**config.mk**
```make
export PLATFORM = sky130hd
export DESIGN_NAME = urc_telem_tx
export DESIGN_NICKNAME = d
export VERILOG_FILES = /design/src/rtl/urc_telem_tx.sv
export SDC_FILE = /design/constraint.sdc
export NUM_CORES = 1
export LEC_CHECK = 0
export CAP_MARGIN = 30
export CORE_MARGIN = 2
export CORE_UTILIZATION = 35
export CTS_CLUSTER_DIAMETER = 50
export DETAILED_ROUTE_END_ITERATION = 10
export RECOVER_POWER = 100
export SLEW_MARGIN = 20
export SYNTH_ARGS = -nofsm -noshare
export SYNTH_HDL_FRONTEND = slang
export SYNTH_SLANG_ARGS = --single-unit
```
**constraint.sdc**
```tcl
create_clock -name OSCCLK -period 3.6 [get_ports OSCCLK]
set_input_delay 0.36 -clock OSCCLK [delete_from_list [all_inputs] [get_ports OSCCLK]]
set_output_delay 0.36 -clock OSCCLK [all_outputs]
set_load 0.005 [all_outputs]
```
**src/rtl/urc_telem_tx.sv**
```systemverilog
// UART telemetry transmitter: valid/ready byte FIFO drained as 8N1 serial frames on txd.
// Define URC_TELEM_TX_PARITY_EN to insert an even-parity bit before stop (8E1 frames).
module urc_telem_tx #(
    parameter int CLKS_PER_BIT = 434,
    parameter int FIFO_DEPTH   = 16
) (
    input  logic                        OSCCLK,
    input  logic                        SYSRST,
    input  logic [7:0]                  tx_data,
    input  logic                        tx_valid,
    output logic                        tx_ready,
    output logic                        txd,
    output logic                        busy,
    output logic [$clog2(FIFO_DEPTH):0] fifo_count
);
    localparam int PW = $clog2(FIFO_DEPTH);
    localparam int BW = $clog2(CLKS_PER_BIT);
    localparam logic [BW-1:0] BAUD_LAST = BW'(CLKS_PER_BIT - 1);
    localparam logic [PW:0]   FULL_CNT  = (PW+1)'(FIFO_DEPTH);

`ifdef URC_TELEM_TX_PARITY_EN
    typedef enum logic [2:0] {IDLE, START, DATA, PARITY, STOP} state_t;
`else
    typedef enum logic [2:0] {IDLE, START, DATA, STOP} state_t;
`endif

    state_t        state;
    logic [BW-1:0] baud_cnt;
    logic [2:0]    bit_idx;
    logic [7:0]    shreg;
    logic [7:0]    mem [FIFO_DEPTH];
    logic [PW-1:0] wr_ptr;
    logic [PW-1:0] rd_ptr;
    logic          push;
    logic          pop;
    logic          empty;
    logic          baud_end;
`ifdef URC_TELEM_TX_PARITY_EN
    logic          par_bit;
`endif

    assign empty    = (fifo_count == '0);
    assign tx_ready = (fifo_count != FULL_CNT);
    assign push     = tx_valid && tx_ready;
    assign baud_end = (baud_cnt == BAUD_LAST);
    // The head is taken either from idle or straight out of a finishing stop bit,
    // so back-to-back frames never see an idle cycle.
    assign pop      = !empty && ((state == IDLE) || ((state == STOP) && baud_end));
    assign busy     = (state != IDLE) || !empty;

    always_ff @(posedge OSCCLK) begin
        if (SYSRST) begin
            wr_ptr     <= '0;
            rd_ptr     <= '0;
            fifo_count <= '0;
        end else begin
            if (push) wr_ptr <= wr_ptr + 1'b1;
            if (pop)  rd_ptr <= rd_ptr + 1'b1;
            case ({push, pop})
                2'b10:   fifo_count <= fifo_count + 1'b1;
                2'b01:   fifo_count <= fifo_count - 1'b1;
                default: ;
            endcase
        end
    end

    always_ff @(posedge OSCCLK) begin
        if (push) mem[wr_ptr] <= tx_data;
    end

    // Shift register presents the next data bit at shreg[0] at every bit boundary.
    always_ff @(posedge OSCCLK) begin
        if (pop) begin
            shreg <= mem[rd_ptr];
`ifdef URC_TELEM_TX_PARITY_EN
            par_bit <= ^mem[rd_ptr];
`endif
        end else if (((state == START) || (state == DATA)) && baud_end) begin
            shreg <= shreg >> 1;
        end
    end

    always_ff @(posedge OSCCLK) begin
        if (SYSRST) begin
            state    <= IDLE;
            baud_cnt <= '0;
            bit_idx  <= '0;
            txd      <= 1'b1;
        end else begin
            // Every non-idle transition happens on baud_end, so the counter is 0 on entry.
            if (state == IDLE || baud_end) baud_cnt <= '0;
            else                           baud_cnt <= baud_cnt + 1'b1;
            case (state)
                IDLE: begin
                    txd <= 1'b1;
                    if (pop) begin
                        state <= START;
                        txd   <= 1'b0;
                    end
                end
                START: begin
                    if (baud_end) begin
                        state <= DATA;
                        txd   <= shreg[0];
                    end
                end
                DATA: begin
                    if (baud_end) begin
                        if (bit_idx == 3'd7) begin
                            bit_idx <= '0;
`ifdef URC_TELEM_TX_PARITY_EN
                            state   <= PARITY;
                            txd     <= par_bit;
`else
                            state   <= STOP;
                            txd     <= 1'b1;
`endif
                        end else begin
                            bit_idx <= bit_idx + 1'b1;
                            txd     <= shreg[0];
                        end
                    end
                end
`ifdef URC_TELEM_TX_PARITY_EN
                PARITY: begin
                    if (baud_end) begin
                        state <= STOP;
                        txd   <= 1'b1;
                    end
                end
`endif
                STOP: begin
                    if (baud_end) begin
                        if (pop) begin
                            state <= START;
                            txd   <= 1'b0;
                        end else begin
                            state <= IDLE;
                        end
                    end
                end
                default: begin
                    state <= IDLE;
                    txd   <= 1'b1;
                end
            endcase
        end
    end
endmodule

```
==> out/summary.txt, run 1 <==
Status - finished clean
Die ar. - 0.0212 mm2
Minimum clock period - 3.16 ns
Core area - 0.0196 mm2
Setup Buffers After CTS - 0
Syn Area/Cell - 15.4 um2
Vias in the first global route - 3941
Worst slew pin tran - 1.35 ns
Post-Synthesis Cells - 457
Critical Path Start - fifo_count[1]$_SDFFE_PP0P_
Clock Pin Slew Worst Setup and Hold Paths - 0.06 ns
Leak Pwr - 2.59 nW
CP peak stage delay - 0.44 ns
Area leader, netlist - edfxtp_1
CP startpoint kind - flip-flop
Die Width - 146 um
Share of the synthesized area in the top cell type - 58.2%
Cts repair resizes - 0
Clk pwr share - 32.2%
Via Count - 3801
Fraction of layout cells with a size suffix above 1 - 13.8%
Worst rel slew slack - 9.56%
Clock root cell - clkbuf_16
First-pass GRT wire length - 21300 um
Max-cap viol count - 0
Seq cells post-synth - 168
Worst reg2reg path startpoint - fifo_count[1]$_SDFFE_PP0P_
WS Path Type - flip-flop to flip-flop
FP Rows - 51
1st-iter DRT viols - 315
IO buf count - 18
R2R setup slack - 0.44 ns
# setup viols final - 0
Largest net degree at the start of global routing - 26
Post-synthesis sequential area ratio - 67.3%
Routed WL per cell - 17.5 um
Worst path slowest cell - nor4_4
CTS sink cnt - 168
Final Wtd Congestion - 0.723
I/O pins - 19
Clock H-tree levels - 4
GR Overflow Total - 0
Comb power frac - 23.9%
Post-synth cell types - 55
Sw Ratio - 28.8%
RSZ-0062 raised after global routing - no
Final period util - 87.8%
EDFF count, synth - 136
Area growth from synthesis to layout - 14.4%
Setup WS post-layout - 0.439 ns
Levels on crit path - 12
Final Skew - 0.0108 ns
Die height - 146 um
Most frequent cell on the critical path - ha_1
Diodes inserted - 0
Required time worst endpoint - 3.90 ns
TritonRoute pass-1 iters - 5
# DRC - 0
Asr flop ratio synth - 0%
Int Power - 0.00391 W
Reg2reg path depth - 12
Maximum root-to-sink buffer count - 2
Ys Warns - 0
Synthesized Nets - 485
Initial core utilization - 35.8%
Sequential Power Share - 43.9%
Fin. Hold Viols - 0
Most common library cells after synthesis - 136 x edfxtp_1, 51 x nor2_1, 37 x nand2_1
Max-slew violations - 0
DRT Wirelength - 13400 um
Cell family with most CP delay - simple AND/OR/NAND/NOR gates
Antenna violations before repair - 0
Worst path cell trace - nor4_4 -> a21boi_2 -> clkbuf_1 -> inv_1 -> ha_1 -> xor2_1 -> ha_1 -> nor2_1 -> nor3b_1 -> o21ai_0 -> a31oi_1 -> mux2_2
Pre-CTS setup slack - 0.603 ns
Cts hold-fix bufs - 0
Post-Syn Area - 0.00702 mm2
Antenna-violating nets left - 0
CTS tree - done
Worst path bufs/invs - 2
Worst-skew pair later-pin latency - 0.42 ns
Top FF cell, synth - edfxtp_1
Synth top area cells - edfxtp_1 58%, dfxtp_1 9.1%, mux4_2 8.0%
Max Freq - 316 MHz
Worst Path Arrival - 3.47 ns
Worst-path maximum fanout - 10
Final TNS setup - 0 ns
Cell area power density - 685 mW/mm2
Filler instances - 1801
Gr usage total - 13.2%
Fin nets - 515
Sw Pwr - 0.00158 W
R2R Path End - fifo_count[4]$_SDFFE_PP0P_
Dpl hpwl - 8830 um
Setup crit end kind - flip-flop
Inserted Clock Buffers - 17
Count leader, synth - edfxtp_1
Max rail drop VDD - 0.000330 V
Critical path endpoint - fifo_count[4]$_SDFFE_PP0P_
Routed vias/inst - 4.97
Hold WC Path Type - flip-flop to flip-flop
## routing by layer
layer	vias up	GRT usage, %	wire [um]
met3	12	3.64	643
li1	1793	-	-
met4	0	4.90	189
met5	-	0	0
met1	1905	16.7	5830
met2	91	22.0	6690
## final cells by class
cell class	count	area (um2)	share of cell area, %
inverters	8	30.0	0.374
repair buffers	35	274	3.41
well taps	265	332	4.13
clock inverters	13	144	1.79
flip-flops and latches	168	4720	58.9
clock buffers	19	433	5.39
multi-input cells	257	2090	26.0
## placed cells by master, fill, tap and decap left out, drive strengths merged, types with 9 or more instances in the layout
cell type / count
a21oi: 15
clkbuf: 30
dfxtp: 32
dlygate4sd3: 16
edfxtp: 136
ha: 17
inv: 11
mux2i: 16
mux4: 26
nand2: 37
nor2: 52
xor2: 9
## how the worst min path moves through the flow
stage                                  from                       to  slack [ns]  cells after the start
finish              bit_idx[1]$_SDFFE_PP0P_  bit_idx[1]$_SDFFE_PP0P_        0.48                      2
detailed placement  bit_idx[1]$_SDFFE_PP0P_  bit_idx[1]$_SDFFE_PP0P_        0.47                      2
global route        bit_idx[2]$_SDFFE_PP0P_  bit_idx[2]$_SDFFE_PP0P_        0.51                      2
global placement    bit_idx[1]$_SDFFE_PP0P_  bit_idx[1]$_SDFFE_PP0P_        0.45                      2
CTS                 bit_idx[1]$_SDFFE_PP0P_  bit_idx[1]$_SDFFE_PP0P_        0.48                      2
floorplan           bit_idx[1]$_SDFFE_PP0P_  bit_idx[1]$_SDFFE_PP0P_        0.44                      2
## logic make-up (layout without fill, tap and decap cells)
family / after synthesis / count (layout) / share of synthesized area, %
flops: 168 / 168 / 67.3
simple gates: 127 / 127 / 8.74
compound gates: 53 / 53 / 5.10
mux: 44 / 44 / 11.1
buf+inv: 32 / 75 / 2.73
fa+ha+maj: 17 / 17 / 3.03
xor+xnor: 16 / 16 / 2.00
## tightest hold or removal path, cell delays in order, from the launching register on
cell,delay [ns]
dfxtp_1,0.32
nand2_1,0.05
a21oi_1,0.06
## power groups by stage
stage	combinational (W)	clock (W)	sequential, W
finish	0.00131	0.00177	0.00241
global route	0.00145	0.00189	0.00243
CTS	0.00132	0.00180	0.00244
detailed placement	0.00131	0	0.00248
global placement	0.00128	0	0.00247
floorplan	0.00104	0	0.00240
## state kept, by name (all words and copies together), names as in the netlist, named ones only
register and cells:
txd 1, baud_cnt 9, fifo_count 5, state 2, rd_ptr 4, wr_ptr 4
shreg 8, mem 128, bit_idx 3
## through the flow
step / util [%] / total power (W) / cells / hold slack (ns) / instance area, um2
4_1_cts: 41.0 / 0.00556 / 761 / 0.481 / 8040
6_report: 41.0 / 0.00549 / 765 / 0.476 / 8030
3_5_place_dp: 38.1 / 0.00379 / 729 / 0.472 / 7460
5_1_grt: 41.0 / 0.00578 / 765 / 0.505 / 8030
2_1_floorplan: - / 0.00344 / 457 / 0.440 / 7020
3_3_place_gp: 38.1 / 0.00375 / 729 / 0.446 / 7460
Note: power is estimated with default switching activity, not from simulation.
==> inputs of run 2 (changes only) <==
Settings changed: CAP_MARGIN 30 to 25, MAX_ROUTING_LAYER set to met4.
==> out/summary.txt, run 2 (synthesis gave the netlist of run 1 again) <==
Routed vias/inst - 4.98 (was 4.97)
Max rail drop VDD - 0.000332 V (was 0.000330 V)
Leading registers by flop count - mem (128), baud_cnt (9), shreg (8) (unchanged)
Leak Pwr - 2.58 nW (was 2.59 nW)
Clock Pin Slew Worst Setup and Hold Paths - 0.06 ns (about the same)
Largest net degree at the start of global routing - 26 (unchanged)
Final Skew - 0.0129 ns (was 0.0108 ns)
Die ar. - 0.0212 mm2 (unchanged)
Critical Path Start - state[0]$_SDFFE_PP0P_ (was fifo_count[1]$_SDFFE_PP0P_)
Via Count - 3786 (was 3801)
TritonRoute pass-1 iters - 5 (unchanged)
Area occupied by multi-input gates - 0.00209 mm2 (about the same)
R2R setup slack - 0.47 ns (was 0.44 ns)
Fin nets - 511 (was 515)
GR Overflow Total - 0 (unchanged)
Dpl hpwl - 8830 um (unchanged)
Worst reg2reg path startpoint - state[0]$_SDFFE_PP0P_ (was fifo_count[1]$_SDFFE_PP0P_)
R2R Path End - fifo_count[4]$_SDFFE_PP0P_ (unchanged)
FF/Latch Area - 0.00473 mm2 (was 0.00472 mm2)
# setup viols final - 0 (unchanged)
DRT Wirelength - 13400 um (about the same)
Clock H-tree levels - 4 (unchanged)
Maximum root-to-sink buffer count - 2 (unchanged)
Worst Path Arrival - 3.43 ns (was 3.47 ns)
Cell area power density - 685 mW/mm2 (about the same)
Largest Register - mem (unchanged)
Diodes inserted - 0 (unchanged)
Largest register FFs - 128 (unchanged)
Worst slew pin tran - 0.986 ns (was 1.35 ns)
Worst-path maximum fanout - 10 (unchanged)
Most common cell after layout, fill and taps aside - edfxtp_1 (unchanged)
Hold_ws - 0.476 ns (about the same)
Inserted Clock Buffers - 17 (unchanged)
Placed cell areas - 0.00746 mm2 (unchanged)
Antenna-violating nets left - 0 (unchanged)
Cts hold-fix bufs - 0 (unchanged)
Critical path endpoint - fifo_count[4]$_SDFFE_PP0P_ (unchanged)
1st-iter DRT viols - 294 (was 315)
Filler instances - 1798 (was 1801)
Worst rel slew slack - 34.0% (was 9.56%)
Max-slew violations - 0 (unchanged)
Fraction of layout cells with a size suffix above 1 - 13.9% (was 13.8%)
Minimum clock period - 3.13 ns (was 3.16 ns)
Clock root cell - clkbuf_16 (unchanged)
IO buf count - 18 (unchanged)
Die Width - 146 um (unchanged)
Final TNS setup - 0 ns (unchanged)
Cts repair resizes - 0 (unchanged)
Initial core utilization - 35.8% (unchanged)
Max Freq - 320 MHz (was 316 MHz)
Core area - 0.0196 mm2 (unchanged)
Setup Buffers After CTS - 0 (unchanged)
Fin. Hold Viols - 0 (unchanged)
Die height - 146 um (unchanged)
Reg2reg path depth - 12 (unchanged)
Vias in the first global route - 3934 (was 3941)
Required time worst endpoint - 3.91 ns (was 3.90 ns)
Status - finished clean (unchanged)
WS Path Type - flip-flop to flip-flop (unchanged)
Antenna violations before repair - 0 (unchanged)
Final Wtd Congestion - 0.731 (was 0.723)
First-pass GRT wire length - 21300 um (about the same)
# DRC - 0 (unchanged)
FP Rows - 51 (unchanged)
Commonest cells after routing, fill and taps aside - 136 x edfxtp_1, 51 x nor2_1, 37 x nand2_1 (unchanged)
Final period util - 86.9% (was 87.8%)
Gr usage total - 13.7% (was 13.2%)
Max-cap viol count - 0 (unchanged)
I/O pins - 19 (unchanged)
Hold WC Path Type - flip-flop to flip-flop (unchanged)
Area growth from synthesis to layout - 14.1% (was 14.4%)
CTS tree - done (unchanged)
Routed WL per cell - 17.6 um (was 17.5 um)
CTS sink cnt - 168 (unchanged)
Worst-skew pair later-pin latency - 0.42 ns (about the same)
Final Cell Area - 0.00800 mm2 (was 0.00803 mm2)
RSZ-0062 raised after global routing - no (unchanged)
Setup crit end kind - flip-flop (unchanged)
CP startpoint kind - flip-flop (unchanged)
run 2: changes by cell type in the layout (fill, tap and decap cells not counted):
cell | previous run | this run
buf_8 | 1 | 0
a211oi_2 | 0 | 1
a21boi_2 | 1 | 0
dfxtp_2 | 0 | 1
dfxtp_1 | 32 | 31
a211oi_1 | 3 | 2
a21boi_0 | 1 | 2
clkbuf_1 | 13 | 10
run 2: how the worst min path moves through the flow:
stage,cells after the start,endpoint,slack (ns),start
finish,2,bit_idx[2]$_SDFFE_PP0P_,0.48,bit_idx[2]$_SDFFE_PP0P_
global route,2,bit_idx[2]$_SDFFE_PP0P_,0.51,bit_idx[2]$_SDFFE_PP0P_
CTS,2,bit_idx[1]$_SDFFE_PP0P_,0.48,bit_idx[1]$_SDFFE_PP0P_
detailed placement,2,bit_idx[1]$_SDFFE_PP0P_,0.47,bit_idx[1]$_SDFFE_PP0P_
global placement,2,bit_idx[1]$_SDFFE_PP0P_,0.45,bit_idx[1]$_SDFFE_PP0P_
floorplan,2,bit_idx[1]$_SDFFE_PP0P_,0.44,bit_idx[1]$_SDFFE_PP0P_
run 2: layout make-up:
type / instances / share of cell area (%)
timing repair buffer: 31 / 3.10
inverter: 8 / 0.375
clock inverter: 13 / 1.80
sequential: 168 / 59.1
tap: 265 / 4.14
multi-input combinational: 257 / 26.1
clock buffer: 19 / 5.41
run 2: power by group:
group | switching [W] | internal [W] | total [W]
clock network | 0.000745 | 0.00103 | 0.00177
registers | 0.000140 | 0.00229 | 0.00243
logic | 0.000697 | 0.000576 | 0.00127
run 2: routing by layer:
metal  track usage [%]  vias up  part of all wire (%)
li1                  -     1784                     -
met1              16.8     1905                    44
met2              21.8       81                    49
met3              3.45       16                   4.5
met4              5.34        0                   1.8
met5                 -        -                     0
run 2: through the flow:
stage	util, %	worst slack (ns)	total power, W	cells
floorplan	-	0.569	0.00344	457
finish	40.8	0.473	0.00548	761
global route	40.8	0.208	0.00576	761
detailed placement	38.1	0.603	0.00379	729
CTS	41.0	0.586	0.00556	761
global placement	38.1	0.668	0.00375	729
run 2: critical path: stages (launching register included):
cell,delay [ns]
dfxtp_1,0.39
inv_1,0.10
ha_1,0.27
a31oi_1,0.54
nor2_4,0.05
ha_1,0.33
xor2_1,0.19
ha_1,0.22
a211o_1,0.27
nand2_1,0.08
nand3b_1,0.08
a31oi_1,0.16
mux2_2,0.35
==> inputs of run 3 (changes only) <==
Settings changed: RECOVER_POWER 100 to 50, TNS_END_PERCENT set to 100.
==> out/summary.txt, run 3 (synthesis gave the netlist of run 1 again) <==
Worst reg2reg path startpoint - state[0]$_SDFFE_PP0P_ (unchanged)
WL met2 - 6650 um (was 6620 um)
Worst Path Arrival - 3.43 ns (about the same)
Cts hold-fix bufs - 0 (unchanged)
Max Used Layer - met4 (unchanged)
Reg2reg path depth - 12 (unchanged)
Comb power frac - 23.5% (was 23.2%)
Largest register FFs - 128 (unchanged)
Final Wtd Congestion - 0.731 (unchanged)
First-pass GRT wire length - 21300 um (unchanged)
# setup viols final - 0 (unchanged)
Max-cap viol count - 0 (unchanged)
Most frequent cell on the critical path - ha_1 (unchanged)
R2R Path End - fifo_count[4]$_SDFFE_PP0P_ (unchanged)
Cts repair resizes - 0 (unchanged)
Worst-skew pair later-pin latency - 0.43 ns (was 0.42 ns)
Worst-path maximum fanout - 10 (unchanged)
Routed vias/inst - 5.00 (was 4.98)
Placed cell areas - 0.00746 mm2 (unchanged)
CTS sink cnt - 168 (unchanged)
Fraction of layout cells with a size suffix above 1 - 15.3% (was 13.9%)
Most common cell after layout, fill and taps aside - edfxtp_1 (unchanged)
Filler instances - 1798 (unchanged)
# DRC - 0 (unchanged)
TritonRoute pass-1 iters - 5 (unchanged)
Int Power - 0.00392 W (was 0.00390 W)
Fin. Hold Viols - 0 (unchanged)
Leading registers by flop count - mem (128), baud_cnt (9), shreg (8) (unchanged)
I/O pins - 19 (unchanged)
Hold path cells - 2 (unchanged)
Clk pwr share - 32.3% (about the same)
Largest Register - mem (unchanged)
Clock Pin Slew Worst Setup and Hold Paths - 0.07 ns (was 0.06 ns)
R2R setup slack - 0.48 ns (was 0.47 ns)
Hold WC Path Type - flip-flop to flip-flop (unchanged)
Sequential Power Share - 44.2% (was 44.4%)
Worst path cell trace - inv_1 -> ha_1 -> a31oi_1 -> nor2_4 -> ha_1 -> xor2_1 -> ha_1 -> a211o_1 -> nand2_1 -> nand3b_1 -> a31oi_1 -> mux2_2 (unchanged)
Worst rel slew slack - 33.7% (was 34.0%)
Max rail drop VDD - 0.000336 V (was 0.000332 V)
Final period util - 86.6% (was 86.9%)
Sw Pwr - 0.00159 W (was 0.00158 W)
Clock root cell - clkbuf_16 (unchanged)
Die Width - 146 um (unchanged)
DRT Wirelength - 13500 um (was 13400 um)
Area growth from synthesis to layout - 14.4% (was 14.1%)
Setup WS post-layout - 0.483 ns (was 0.473 ns)
GR Overflow Total - 0 (unchanged)
Gr usage total - 13.7% (unchanged)
Diodes inserted - 0 (unchanged)
Wire length on met1 - 5820 um (was 5950 um)
Inserted Clock Buffers - 17 (unchanged)
Final Cell Area - 0.00803 mm2 (was 0.00800 mm2)
Hold_sp - bit_idx[2]$_SDFFE_PP0P_ (unchanged)
CP peak stage delay - 0.54 ns (about the same)
Commonest cells after routing, fill and taps aside - 136 x edfxtp_1, 51 x nor2_1, 37 x nand2_1 (unchanged)
Initial core utilization - 35.8% (unchanged)
Dpl hpwl - 8830 um (unchanged)
Cell area power density - 685 mW/mm2 (about the same)
Final Skew - 0.0124 ns (was 0.0129 ns)
Clock H-tree levels - 4 (unchanged)
Routed WL per cell - 17.7 um (was 17.6 um)
Antenna-violating nets left - 0 (unchanged)
Worst path slowest cell - a31oi_1 (unchanged)
Core area - 0.0196 mm2 (unchanged)
Setup crit end kind - flip-flop (unchanged)
Die height - 146 um (unchanged)
Required time worst endpoint - 3.91 ns (about the same)
Largest net degree at the start of global routing - 26 (unchanged)
Final TNS setup - 0 ns (unchanged)
Max-slew violations - 0 (unchanged)
Worst path bufs/invs - 1 (unchanged)
Vias in the first global route - 3934 (unchanged)
Fin nets - 511 (unchanged)
FP Rows - 51 (unchanged)
Pre-CTS setup slack - 0.603 ns (unchanged)
Status - finished clean (unchanged)
Leak Pwr - 2.61 nW (was 2.58 nW)
1st-iter DRT viols - 295 (was 294)
WS Path Type - flip-flop to flip-flop (unchanged)
Worst slew pin tran - 0.991 ns (was 0.986 ns)
Maximum root-to-sink buffer count - 2 (unchanged)
Sw Ratio - 28.8% (was 28.9%)
Die ar. - 0.0212 mm2 (unchanged)
Cell family with most CP delay - compound AO/OA/AOI/OAI gates (unchanged)
Worst Hold Path EP - bit_idx[2]$_SDFFE_PP0P_ (unchanged)
Met3 Routed Length - 643 um (was 608 um)
CTS tree - done (unchanged)
Minimum clock period - 3.12 ns (was 3.13 ns)
Setup Buffers After CTS - 0 (unchanged)
Antenna violations before repair - 0 (unchanged)
Via Count - 3803 (was 3786)
IO buf count - 18 (unchanged)
RSZ-0062 raised after global routing - no (unchanged)
Max Freq - 321 MHz (was 320 MHz)
CP startpoint kind - flip-flop (unchanged)
-- run 3: cell types whose count changed in the layout (fill, tap and decap cells not counted), sizes merged --
cell           before  now
buf                 5   12
clkbuf             27   20
clkdlybuf4s50       2    6
dlygate4sd3        16   12
-- run 3: worst min-delay path: stages, from the launching register on --
cell and delay [ns]:
dfxtp_1 0.32, nand2_1 0.06, a21oi_1 0.06
-- run 3: area by class of cell --
type	instances	area, um2	area share, %
clock buffer	19	433	5.39
clock inverter	13	144	1.79
inverter	8	30.0	0.374
multi-input combinational	257	2090	26.0
sequential	168	4730	58.9
tap	265	332	4.13
timing repair buffer	31	274	3.41
-- run 3: how the worst max path moves through the flow --
stage | slack, ns | end | cells after the start | start
detailed placement | 0.60 | fifo_count[4]$_SDFFE_PP0P_ | 12 | fifo_count[1]$_SDFFE_PP0P_
global route | 0.21 | fifo_count[4]$_SDFFE_PP0P_ | 13 | baud_cnt[1]$_SDFF_PP0_
CTS | 0.59 | fifo_count[4]$_SDFFE_PP0P_ | 12 | fifo_count[1]$_SDFFE_PP0P_
finish | 0.48 | fifo_count[4]$_SDFFE_PP0P_ | 12 | state[0]$_SDFFE_PP0P_
floorplan | 0.57 | fifo_count[4]$_SDFFE_PP0P_ | 15 | fifo_count[1]$_SDFFE_PP0P_
global placement | 0.67 | fifo_count[4]$_SDFFE_PP0P_ | 12 | tx_valid
-- run 3: power groups by stage --
stage	Sequential (W)	Combinational (W)	Clock, W
floorplan	0.00240	0.00104	0
global placement	0.00247	0.00128	0
detailed placement	0.00248	0.00131	0
CTS	0.00244	0.00132	0.00180
global route	0.00246	0.00143	0.00189
finish	0.00243	0.00129	0.00177
-- run 3: stage by stage --
| step | total power (W) | cells | util (%) | hold WS (ns) |
|---|---|---|---|---|
| 2_1_floorplan | 0.00344 | 457 | - | 0.440 |
| 3_3_place_gp | 0.00375 | 729 | 38.1 | 0.446 |
| 3_5_place_dp | 0.00379 | 729 | 38.1 | 0.472 |
| 4_1_cts | 0.00556 | 761 | 41.0 | 0.481 |
| 5_1_grt | 0.00578 | 761 | 41.0 | 0.505 |
| 6_report | 0.00550 | 761 | 41.0 | 0.478 |
-- run 3: metal layers --
| layer | global-route usage [%] | vias up |
|---|---|---|
| met1 | 16.8 | 1903 |
| li1 | - | 1781 |
| met3 | 3.45 | 23 |
| met5 | - | - |
| met2 | 21.8 | 96 |
| met4 | 5.34 | 0 |
